<file path="src/rtl/uart_transmitter_if.sv">
// Byte handshake between a producer and uart_transmitter.
// The producer uses the master modport and the transmitter uses the slave modport.
interface uart_transmitter_if;
  logic [7:0] data_in;
  logic       data_in_valid;
  logic       data_in_ready;

  modport master (output data_in, output data_in_valid, input data_in_ready);
  modport slave  (input data_in, input data_in_valid, output data_in_ready);
endinterface

</file>
<file path="src/rtl/uart_transmitter.sv">
// 8N1 UART transmitter with a valid/ready byte input and a registered serial_out.
// Defining UART_TX_PARITY_EN inserts an even-parity bit between the data bits and the stop bit.
module uart_transmitter #(
  parameter int CLOCK_FREQ = 125_000_000,
  parameter int BAUD_RATE  = 115_200
) (
  input  logic               clk,
  input  logic               rst_n,
  uart_transmitter_if.slave  tx_if,
  output logic               serial_out
);

  localparam int SYMBOL_EDGE_TIME = CLOCK_FREQ / BAUD_RATE;
  localparam int CNT_W = (SYMBOL_EDGE_TIME > 1) ? $clog2(SYMBOL_EDGE_TIME) : 1;
  localparam logic [CNT_W-1:0] CNT_LAST = CNT_W'(SYMBOL_EDGE_TIME - 1);

  typedef enum logic [2:0] {
    IDLE,
    START,
    DATA,
`ifdef UART_TX_PARITY_EN
    PARITY,
`endif
    STOP
  } state_t;

  state_t           state_q, state_d;
  logic [CNT_W-1:0] cnt_q, cnt_d;
  logic [2:0]       bit_idx_q, bit_idx_d;
  logic [7:0]       shift_q, shift_d;
  logic             serial_q, serial_d;
`ifdef UART_TX_PARITY_EN
  logic             parity_q, parity_d;
`endif

  logic ready;
  logic handshake;
  logic bit_end;

  assign ready               = (state_q == IDLE);
  assign handshake           = tx_if.data_in_valid && ready;
  assign bit_end             = (cnt_q == CNT_LAST);
  assign tx_if.data_in_ready = ready;
  assign serial_out          = serial_q;

  always_comb begin
    state_d   = state_q;
    cnt_d     = cnt_q;
    bit_idx_d = bit_idx_q;
    shift_d   = shift_q;
    serial_d  = serial_q;
`ifdef UART_TX_PARITY_EN
    parity_d  = parity_q;
`endif
    case (state_q)
      IDLE: begin
        cnt_d     = '0;
        bit_idx_d = '0;
        serial_d  = 1'b1;
        if (handshake) begin
          shift_d  = tx_if.data_in;
`ifdef UART_TX_PARITY_EN
          parity_d = ^tx_if.data_in;
`endif
          serial_d = 1'b0;
          state_d  = START;
        end
      end
      START: begin
        if (bit_end) begin
          cnt_d    = '0;
          serial_d = shift_q[0];
          shift_d  = {1'b0, shift_q[7:1]};
          state_d  = DATA;
        end else begin
          cnt_d = cnt_q + CNT_W'(1);
        end
      end
      DATA: begin
        if (bit_end) begin
          cnt_d = '0;
          if (bit_idx_q == 3'd7) begin
`ifdef UART_TX_PARITY_EN
            serial_d = parity_q;
            state_d  = PARITY;
`else
            serial_d = 1'b1;
            state_d  = STOP;
`endif
          end else begin
            // The shift register always presents the next data bit at position 0.
            bit_idx_d = bit_idx_q + 3'd1;
            serial_d  = shift_q[0];
            shift_d   = {1'b0, shift_q[7:1]};
          end
        end else begin
          cnt_d = cnt_q + CNT_W'(1);
        end
      end
`ifdef UART_TX_PARITY_EN
      PARITY: begin
        if (bit_end) begin
          cnt_d    = '0;
          serial_d = 1'b1;
          state_d  = STOP;
        end else begin
          cnt_d = cnt_q + CNT_W'(1);
        end
      end
`endif
      STOP: begin
        if (bit_end) begin
          cnt_d    = '0;
          serial_d = 1'b1;
          state_d  = IDLE;
        end else begin
          cnt_d = cnt_q + CNT_W'(1);
        end
      end
      default: begin
        cnt_d    = '0;
        serial_d = 1'b1;
        state_d  = IDLE;
      end
    endcase
  end

  always_ff @(posedge clk or negedge rst_n) begin
    if (!rst_n) begin
      state_q   <= IDLE;
      cnt_q     <= '0;
      bit_idx_q <= '0;
      shift_q   <= '0;
      serial_q  <= 1'b1;
`ifdef UART_TX_PARITY_EN
      parity_q  <= 1'b0;
`endif
    end else begin
      state_q   <= state_d;
      cnt_q     <= cnt_d;
      bit_idx_q <= bit_idx_d;
      shift_q   <= shift_d;
      serial_q  <= serial_d;
`ifdef UART_TX_PARITY_EN
      parity_q  <= parity_d;
`endif
    end
  end

endmodule

</file>
<file path="src/flat_wrapper.sv">
// flat-port wrapper written by rule: the top's interface ports become plain ports
module uart_transmitter_flat 
#(
  parameter int CLOCK_FREQ = 125_000_000,
  parameter int BAUD_RATE  = 115_200
)
  (clk, rst_n, serial_out, tx_if_data_in, tx_if_data_in_valid, tx_if_data_in_ready);
  uart_transmitter_if tx_if_i ();
  input  logic clk;
  input  logic rst_n;
  output logic serial_out;
  input wire logic [$bits(tx_if_i.data_in)-1:0] tx_if_data_in;
  input wire logic [$bits(tx_if_i.data_in_valid)-1:0] tx_if_data_in_valid;
  output wire logic [$bits(tx_if_i.data_in_ready)-1:0] tx_if_data_in_ready;
  assign tx_if_i.data_in = tx_if_data_in;
  assign tx_if_i.data_in_valid = tx_if_data_in_valid;
  assign tx_if_data_in_ready = tx_if_i.data_in_ready;
  uart_transmitter #(.CLOCK_FREQ(CLOCK_FREQ), .BAUD_RATE(BAUD_RATE)) u_core (.clk(clk), .rst_n(rst_n), .tx_if(tx_if_i), .serial_out(serial_out));
endmodule
</file>
<file path="config.mk">
export PLATFORM = sky130hd
export DESIGN_NAME = uart_transmitter_flat
export DESIGN_NICKNAME = d
export VERILOG_FILES = /design/src/rtl/uart_transmitter_if.sv /design/src/rtl/uart_transmitter.sv /design/src/flat_wrapper.sv
export SDC_FILE = /design/constraint.sdc
export NUM_CORES = 1
export LEC_CHECK = 0
export CAP_MARGIN = 10
export CORE_MARGIN = 2
export CORE_UTILIZATION = 40
export CTS_CLUSTER_DIAMETER = 30
export DETAILED_ROUTE_END_ITERATION = 8
export PLACE_DENSITY = 0.69
export SYNTH_ARGS = -nofsm -noshare
export SYNTH_HDL_FRONTEND = slang
export SYNTH_SLANG_ARGS = --single-unit
</file>
<file path="constraint.sdc">
create_clock -name clk -period 5.85 [get_ports clk]
set_input_delay 0.585 -clock clk [delete_from_list [all_inputs] [get_ports clk]]
set_output_delay 0.585 -clock clk [all_outputs]
set_load 0.01 [all_outputs]
</file>
==> metrics.md, run 1 <==
| Metric | Value |
|---|---|
| Clock Latency Late Sink | 0.31 ns |
| Critical Path End | tx_if_data_in_ready |
| Sequential group share of total power | roughly 66% |
| P per Cell Area | 175 nW/um2 |
| Mapped Avg Cell Area | 11.2 um2 |
| Final hold vios | 0 |
| Compound-cell area share of the yosys netlist | 5.41% |
| Drt first pass iters | 4 |
| Post-DR vias/cell | 4.96 |
| Critical path origin | u_core.state_q[1] |
| P_leak | 0.688 nW |
| Crit path time final | 2.29 ns |
| Synth cell types | 33 |
| Synthesis Warnings | 0 |
| RR Startpoint | u_core.state_q[0] |
| Antenna violations before repair | 0 |
| Via count | 883 |
| Nets | 153 |
| Area Overhead vs Synth | 14.1% |
| Top Ports | 13 |
| Switching power | between 0.05 and 0.06 mW |
| Hold-fix buffers, CTS | 0 |
| RSZ-0062 raised after global routing | no |
| Tot Pwr | 0.268 mW |
| Clock Root Buffer | clkbuf_4 |
| Hpwl dp | 1630 um |
| Worst path required time | 5.27 ns |
| Post-CTS Repair Setup Buffers | 0 |
| Internal power | 0.211 mW |
| Skew final | 0.00839 ns |
| GR Overflow Total | 0 |
| Clock Path Buffers | 2 |
| Die Span Y | 61.9 um |
| CTS H-tree lvls | 1 |
| Vias in the first global route | between 800 and 900 |
| Layout cell share with drive strength beyond 1 | 18.2% |
| Drt wl/cell | between 10 and 15 um |
| CTS tree | built |
| Sequential area share after synthesis | 46.7% |
| CP Launch Type | flop |
| Cells after Synth | 120 |
| Synth Net Count | 140 |
| Worst r2r dst | u_core.state_q[1] |
| Sw Share | 21.3% |
| Initial DRC Count | between 40 and 50 |
| Clk pwr share | 28.4% |
| Diode count | 0 |
| Peak supply drop | just over 70 uV |
| Worst EP arrival | 1.70 ns |
| Gate power share | 5.6% |
| Worst Path Class, Setup | reg2out |
| CP max FO | 6 |
| Starting Density | 40.9% |
| Slew @ Worst Pin | 1.09 ns |
| Wirelength, routed | 2150 um |
| DRC errors left | 0 |
| Gpl congestion | approximately 0.69 |
| Antenna Nets Post-Route | 0 |
| Inserted Clock Buffers | 3 |
| Post-Synth Simple-Gate Area | 13.2% |
| Post-synthesis xor/xnor area fraction | approximately 6.5% |
| Largest net degree at the start of global routing | 26 |
| Main combinational cell family by area after synthesis | multiplexers |
| Setup TNS | 0 ns |
| Mux contribution to synthesized area | between 15 and 20% |
| First-pass GRT wire length | 3640 um |
| GRT Util Overall | 12.9% |
| # port buffers | 12 |
| Relative slew slack | a little over a quarter |
| Chip Width | 61.9 um |
| Netlist Area Pre-Place | 1340 um2 |
| Max-slew violation count | 0 |
| Fmax | about 0.44 GHz |
| FF-to-FF path depth | 5 |
| Worst setup EP type | primary output |
| FP Rows | 21 |
| CTS clk-pin slew, worst paths | 0.14 ns |
| Post-synthesis adder-cell area fraction | 8.39% |
| Synth Register Bits | 25 |
| CTS resizes | 0 |
| Final period util | 39.1% |
| HP Class | reg2reg |
| Final setup fails | 0 |
| Core ar. | 3280 um2 |
| Die area | 3840 um2 |
| TritonCTS Sinks | 25 |
| Max-cap violations | 0 |
| Status | finished clean |
| R2r setup slk | 3.67 ns |
| Fill count | approximately 320 |
==> per-stage QoR <==
stage	area [um2]	utilization, %	worst slack (ns)	cells	hold WS, ns
after floorplan	1340	-	3.82	120	0.289
after global placement	1500	45.8	3.52	174	0.475
after detailed placement	1500	45.8	3.50	174	0.482
after CTS	1530	46.6	3.55	178	0.502
after global routing	1530	46.6	3.47	178	0.539
final	1530	46.6	3.56	178	0.503
==> cells in the mapped netlist <==
cell | n | area share (%)
nor4_1 | 1 | 0.47
nor3b_1 | 1 | 0.56
nand4_1 | 1 | 0.47
a221o_1 | 1 | 0.75
dfrtp_1 | 24 | 45
nor3_1 | 2 | 0.75
nand4bb_1 | 1 | 0.84
a21oi_1 | 1 | 0.37
nand2_1 | 4 | 1.1
ha_1 | 9 | 8.4
nand3_1 | 4 | 1.5
a222oi_1 | 1 | 0.75
or2_2 | 1 | 0.47
nor2_1 | 16 | 4.5
a21o_1 | 1 | 0.56
mux2_1 | 1 | 0.84
or3b_1 | 1 | 0.65
o21ai_0 | 1 | 0.37
clkbuf_2 | 1 | 0.37
xnor2_1 | 7 | 4.6
buf_1 | 1 | 0.28
xor2_1 | 3 | 2.0
a2bb2oi_1 | 1 | 0.65
a22o_1 | 2 | 1.3
mux2i_1 | 2 | 1.5
nor2b_1 | 1 | 0.47
or2b_1 | 1 | 0.56
a21oi_2 | 1 | 0.65
dfstp_2 | 1 | 2.0
inv_1 | 7 | 2.0
mux2_2 | 17 | 14
clkbuf_1 | 2 | 0.56
or3_1 | 2 | 0.93
==> worst max-delay path, cell delays in order (launching register included) <==
cell	delay (ns)
dfrtp_1	0.46
inv_1	0.11
ha_1	0.25
clkdlybuf4s50_1	0.57
==> placed cells by master (no fill, tap or decap), types with 2 or more instances in the layout <==
master           netlist  final
nor2_1                16     16
dfrtp_1               24     24
nand2_1                4      4
clkbuf_4               0      3
nand3_1                4      4
ha_1                   9      9
xor2_1                 3      3
xnor2_1                7      7
a22o_1                 2      2
clkdlybuf4s50_1        0     12
mux2_2                17     17
or3_1                  2      2
mux2i_1                2      2
nor3_1                 2      2
inv_1                  7      7
==> routing by layer <==
| metal | wire [um] | global-route usage, % |
|---|---|---|
| met2 | 1120 | 22.6 |
| met5 | 0 | 0 |
| met3 | 56 | 1.66 |
| met1 | 944 | 15.5 |
| met4 | 27 | 6.69 |
==> power groups by stage <==
| stage | Clock, mW | Sequential [mW] | Combinational (mW) |
|---|---|---|---|
| global placement | 0 | 0.180 | 0.0151 |
| detailed placement | 0 | 0.180 | 0.0155 |
| floorplan | 0 | 0.180 | 0.00498 |
| CTS | 0.0794 | 0.177 | 0.0156 |
| global route | 0.0873 | 0.177 | 0.0169 |
| finish | 0.0762 | 0.177 | 0.0151 |
==> state kept, by name, indices dropped and copies added, names as in the netlist <==
register,flops
u_core.bit_idx_q,3
u_core.shift_q,8
u_core.state_q,2
u_core.cnt_q,11
u_core.serial_out,1
==> cell type report <==
cell class	count	area, um2	area share, %
Multi-Input combinational cell	84	673	44.0
Sequential cell	25	627	40.9
Timing Repair Buffer	12	120	7.84
Tap cell	46	57.6	3.76
Inverter	7	26.3	1.72
Clock buffer	3	22.5	1.47
Clock inverter	1	5.00	0.327
==> worst min path at each step <==
stage	from	endpoint	depth (start not counted)
floorplan	rst_n	u_core.bit_idx_q[0]	0
global placement	u_core.cnt_q[0]	u_core.cnt_q[0]	1
detailed placement	u_core.cnt_q[0]	u_core.cnt_q[0]	1
CTS	u_core.cnt_q[0]	u_core.cnt_q[0]	1
global route	u_core.cnt_q[0]	u_core.cnt_q[0]	1
finish	u_core.cnt_q[0]	u_core.cnt_q[0]	1
==> kinds of logic (layout without fill, tap and decap cells) <==
kind of cell,Yosys count,in the layout
AND/OR/NAND/NOR,36,36
flip-flops,25,25
multiplexers,20,20
buffers and inverters,11,23
XOR/XNOR,10,10
adder cells (fa/ha/maj),9,9
AO/OA/AOI/OAI,9,9
Note: power is estimated with default switching activity, not from simulation.
==> inputs of run 2 (changes only) <==
- clock period: 5.85 -> 2.3 ns (I/O delays scaled with it)
==> metrics.md, run 2 (same netlist as run 1, synthesis figures left out) <==
| Metric | Value |
|---|---|
| Status | finished clean |
| Initial DRC Count | 27 (-43%) |
| DRC errors left | 0 (unchanged) |
| Max-slew violation count | 0 (unchanged) |
| Starting Density | 40.9% (unchanged) |
| Fin Hold WS | 0.313 ns (-0.191 ns) |
| Clock Root Buffer | clkbuf_4 |
| Drt wl/cell | 12.3 um (+2.4%) |
| Max reg flops | 11 (unchanged) |
| Inserted Clock Buffers | 3 (unchanged) |
| Die Span Y | 61.9 um (unchanged) |
| Clock Path Buffers | 2 (unchanged) |
| # port buffers | 12 (unchanged) |
| CTS clk-pin slew, worst paths | 0.14 ns (about the same) |
| Crit path largest cell delay | 0.44 ns (-0.13 ns) |
| Skew final | 0.00584 ns (-0.00256 ns) |
| Critical-path top delay cell | dfrtp_1 |
| GRT Util Overall | 12.5% (-0.38 points) |
| P_leak | 0.699 nW (+1.7%) |
| Worst-path cell chain | or3b_1, or3_1, a21oi_2, mux2_2 |
| Slew @ Worst Pin | 0.710 ns (-0.380 ns) |
| Setup TNS | 0 ns (unchanged) |
| Worst Path Class, Setup | reg2reg |
| GR Overflow Total | 0 (unchanged) |
| Top flop regs | u_core.cnt_q: 11 flops, u_core.shift_q: 8 flops, u_core.bit_idx_q: 3 flops |
| RSZ-0062 raised after global routing | no |
| Commonest non-fill, non-tap cell in the layout | dfrtp_1 |
| Register Area | 627 um2 (unchanged) |
| RR Startpoint | u_core.cnt_q[8] |
| TritonCTS Sinks | 25 (unchanged) |
| HP Class | in2async |
| Crit path time final | 2.18 ns |
| Commonest non-fill, non-tap cells in the layout | 24 x dfrtp_1, 17 x mux2_2, 16 x nor2_1, 12 x clkdlybuf4s50_1, 9 x ha_1 |
| Nets | 156 (+2.0%) |
| FP Rows | 21 (unchanged) |
| Clock Latency Late Sink | 0.32 ns (about the same) |
| R2r setup slk | 0.12 ns (-3.55 ns) |
| Fill count | 314 (-1.3%) |
| Final hold vios | 0 (unchanged) |
| Relative slew slack | 52.5% (+25 points) |
| CP max FO | 8 (+2) |
| Max-cap violations | 0 (unchanged) |
| Gpl congestion | 0.768 (+11%) |
| Top Ports | 13 (unchanged) |
| Worst r2r dst | u_core.shift_q[1] |
| Post-CTS Repair Setup Buffers | 0 (unchanged) |
| CTS H-tree lvls | 1 (unchanged) |
| Die area | 3840 um2 (unchanged) |
| FF-to-FF path depth | 4 (-1) |
| Fmax | 0.458 GHz |
| Hold-fix buffers, CTS | 0 (unchanged) |
| Drt first pass iters | 4 (unchanged) |
| Antenna violations before repair | 0 (unchanged) |
| Post-DR vias/cell | 4.96 (about the same) |
| P per Cell Area | 445 nW/um2 (+150%) |
| Final period util | a little over nine tenths |
| Worst EP arrival | 2.41 ns (+0.71 ns) |
| Largest net degree at the start of global routing | 16 (-38%) |
| Vias in the first global route | 829 (-6.0%) |
| Top reg by flops | u_core.cnt_q |
| Worst path required time | 2.53 ns (-2.74 ns) |
| CP Launch Type | flop |
| Worst setup EP type | flop |
| Layout cell share with drive strength beyond 1 | 20.0% (+1.8 points) |
| First-pass GRT wire length | 3560 um (-2.1%) |
| Chip Width | 61.9 um (unchanged) |
| Via count | 898 (+1.7%) |
| Area Overhead vs Synth | 15.9% |
| Final setup fails | 0 (unchanged) |
| Peak supply drop | 207 uV (+190%) |
| Wirelength, routed | 2230 um (+4.1%) |
| Hpwl dp | 1750 um (+7.6%) |
| Antenna Nets Post-Route | 0 (unchanged) |
| Area of the multi-input gates | 673 um2 (unchanged) |
| CTS resizes | 0 (unchanged) |
| Diode count | 0 (unchanged) |
| Core ar. | 3280 um2 (unchanged) |
| CTS tree | built |
## run 2: power breakdown
part,internal [mW],switching (mW)
Sequential,0.447,0.00347
Clock,0.0665,0.136
Combinational,0.0259,0.0144
Total,0.539,0.154
## run 2: final cells by class
cell class | instances | area share [%]
Multi-Input combinational cell | 84 | 43.2
Clock inverter | 1 | 0.482
Sequential cell | 25 | 40.3
Clock buffer | 3 | 1.45
Timing Repair Buffer | 15 | 9.16
Tap cell | 46 | 3.70
Inverter | 7 | 1.69
## run 2: metal layers
layer / vias up / global-route usage (%) / wire length, um
met5: - / 0 / 0
met4: 0 / 3.65 / 17
met3: 2 / 1.86 / 32
met2: 10 / 22.4 / 1120
met1: 443 / 15.6 / 1060
li1: 443 / - / -
## run 2: critical path: cells and delay by family (launching register included)
kind | cells | cell delay (ns)
flops | 1 | 0.44
compound gates | 1 | 0.43
simple gates | 2 | 0.81
mux | 1 | 0.39
## run 2: worst max path at each step
stage,cells after the start,end,startpoint
floorplan,6,u_core.state_q[1],u_core.state_q[0]
global placement,4,u_core.shift_q[7],u_core.cnt_q[8]
detailed placement,4,u_core.shift_q[1],u_core.cnt_q[8]
CTS,4,u_core.shift_q[1],u_core.cnt_q[8]
global route,5,u_core.state_q[1],u_core.state_q[0]
finish,4,u_core.shift_q[1],u_core.cnt_q[8]
## run 2: through the flow
step	instance area, um2	worst slack (ns)	power [mW]	utilization [%]	cells
2_1_floorplan	1340	0.266	0.470	-	120
3_3_place_gp	1530	0.173	0.498	46.5	177
3_5_place_dp	1530	0.117	0.500	46.5	177
4_1_cts	1560	0.0982	0.703	47.4	181
5_1_grt	1560	0.0316	0.724	47.4	181
6_report	1560	0.118	0.693	47.4	181
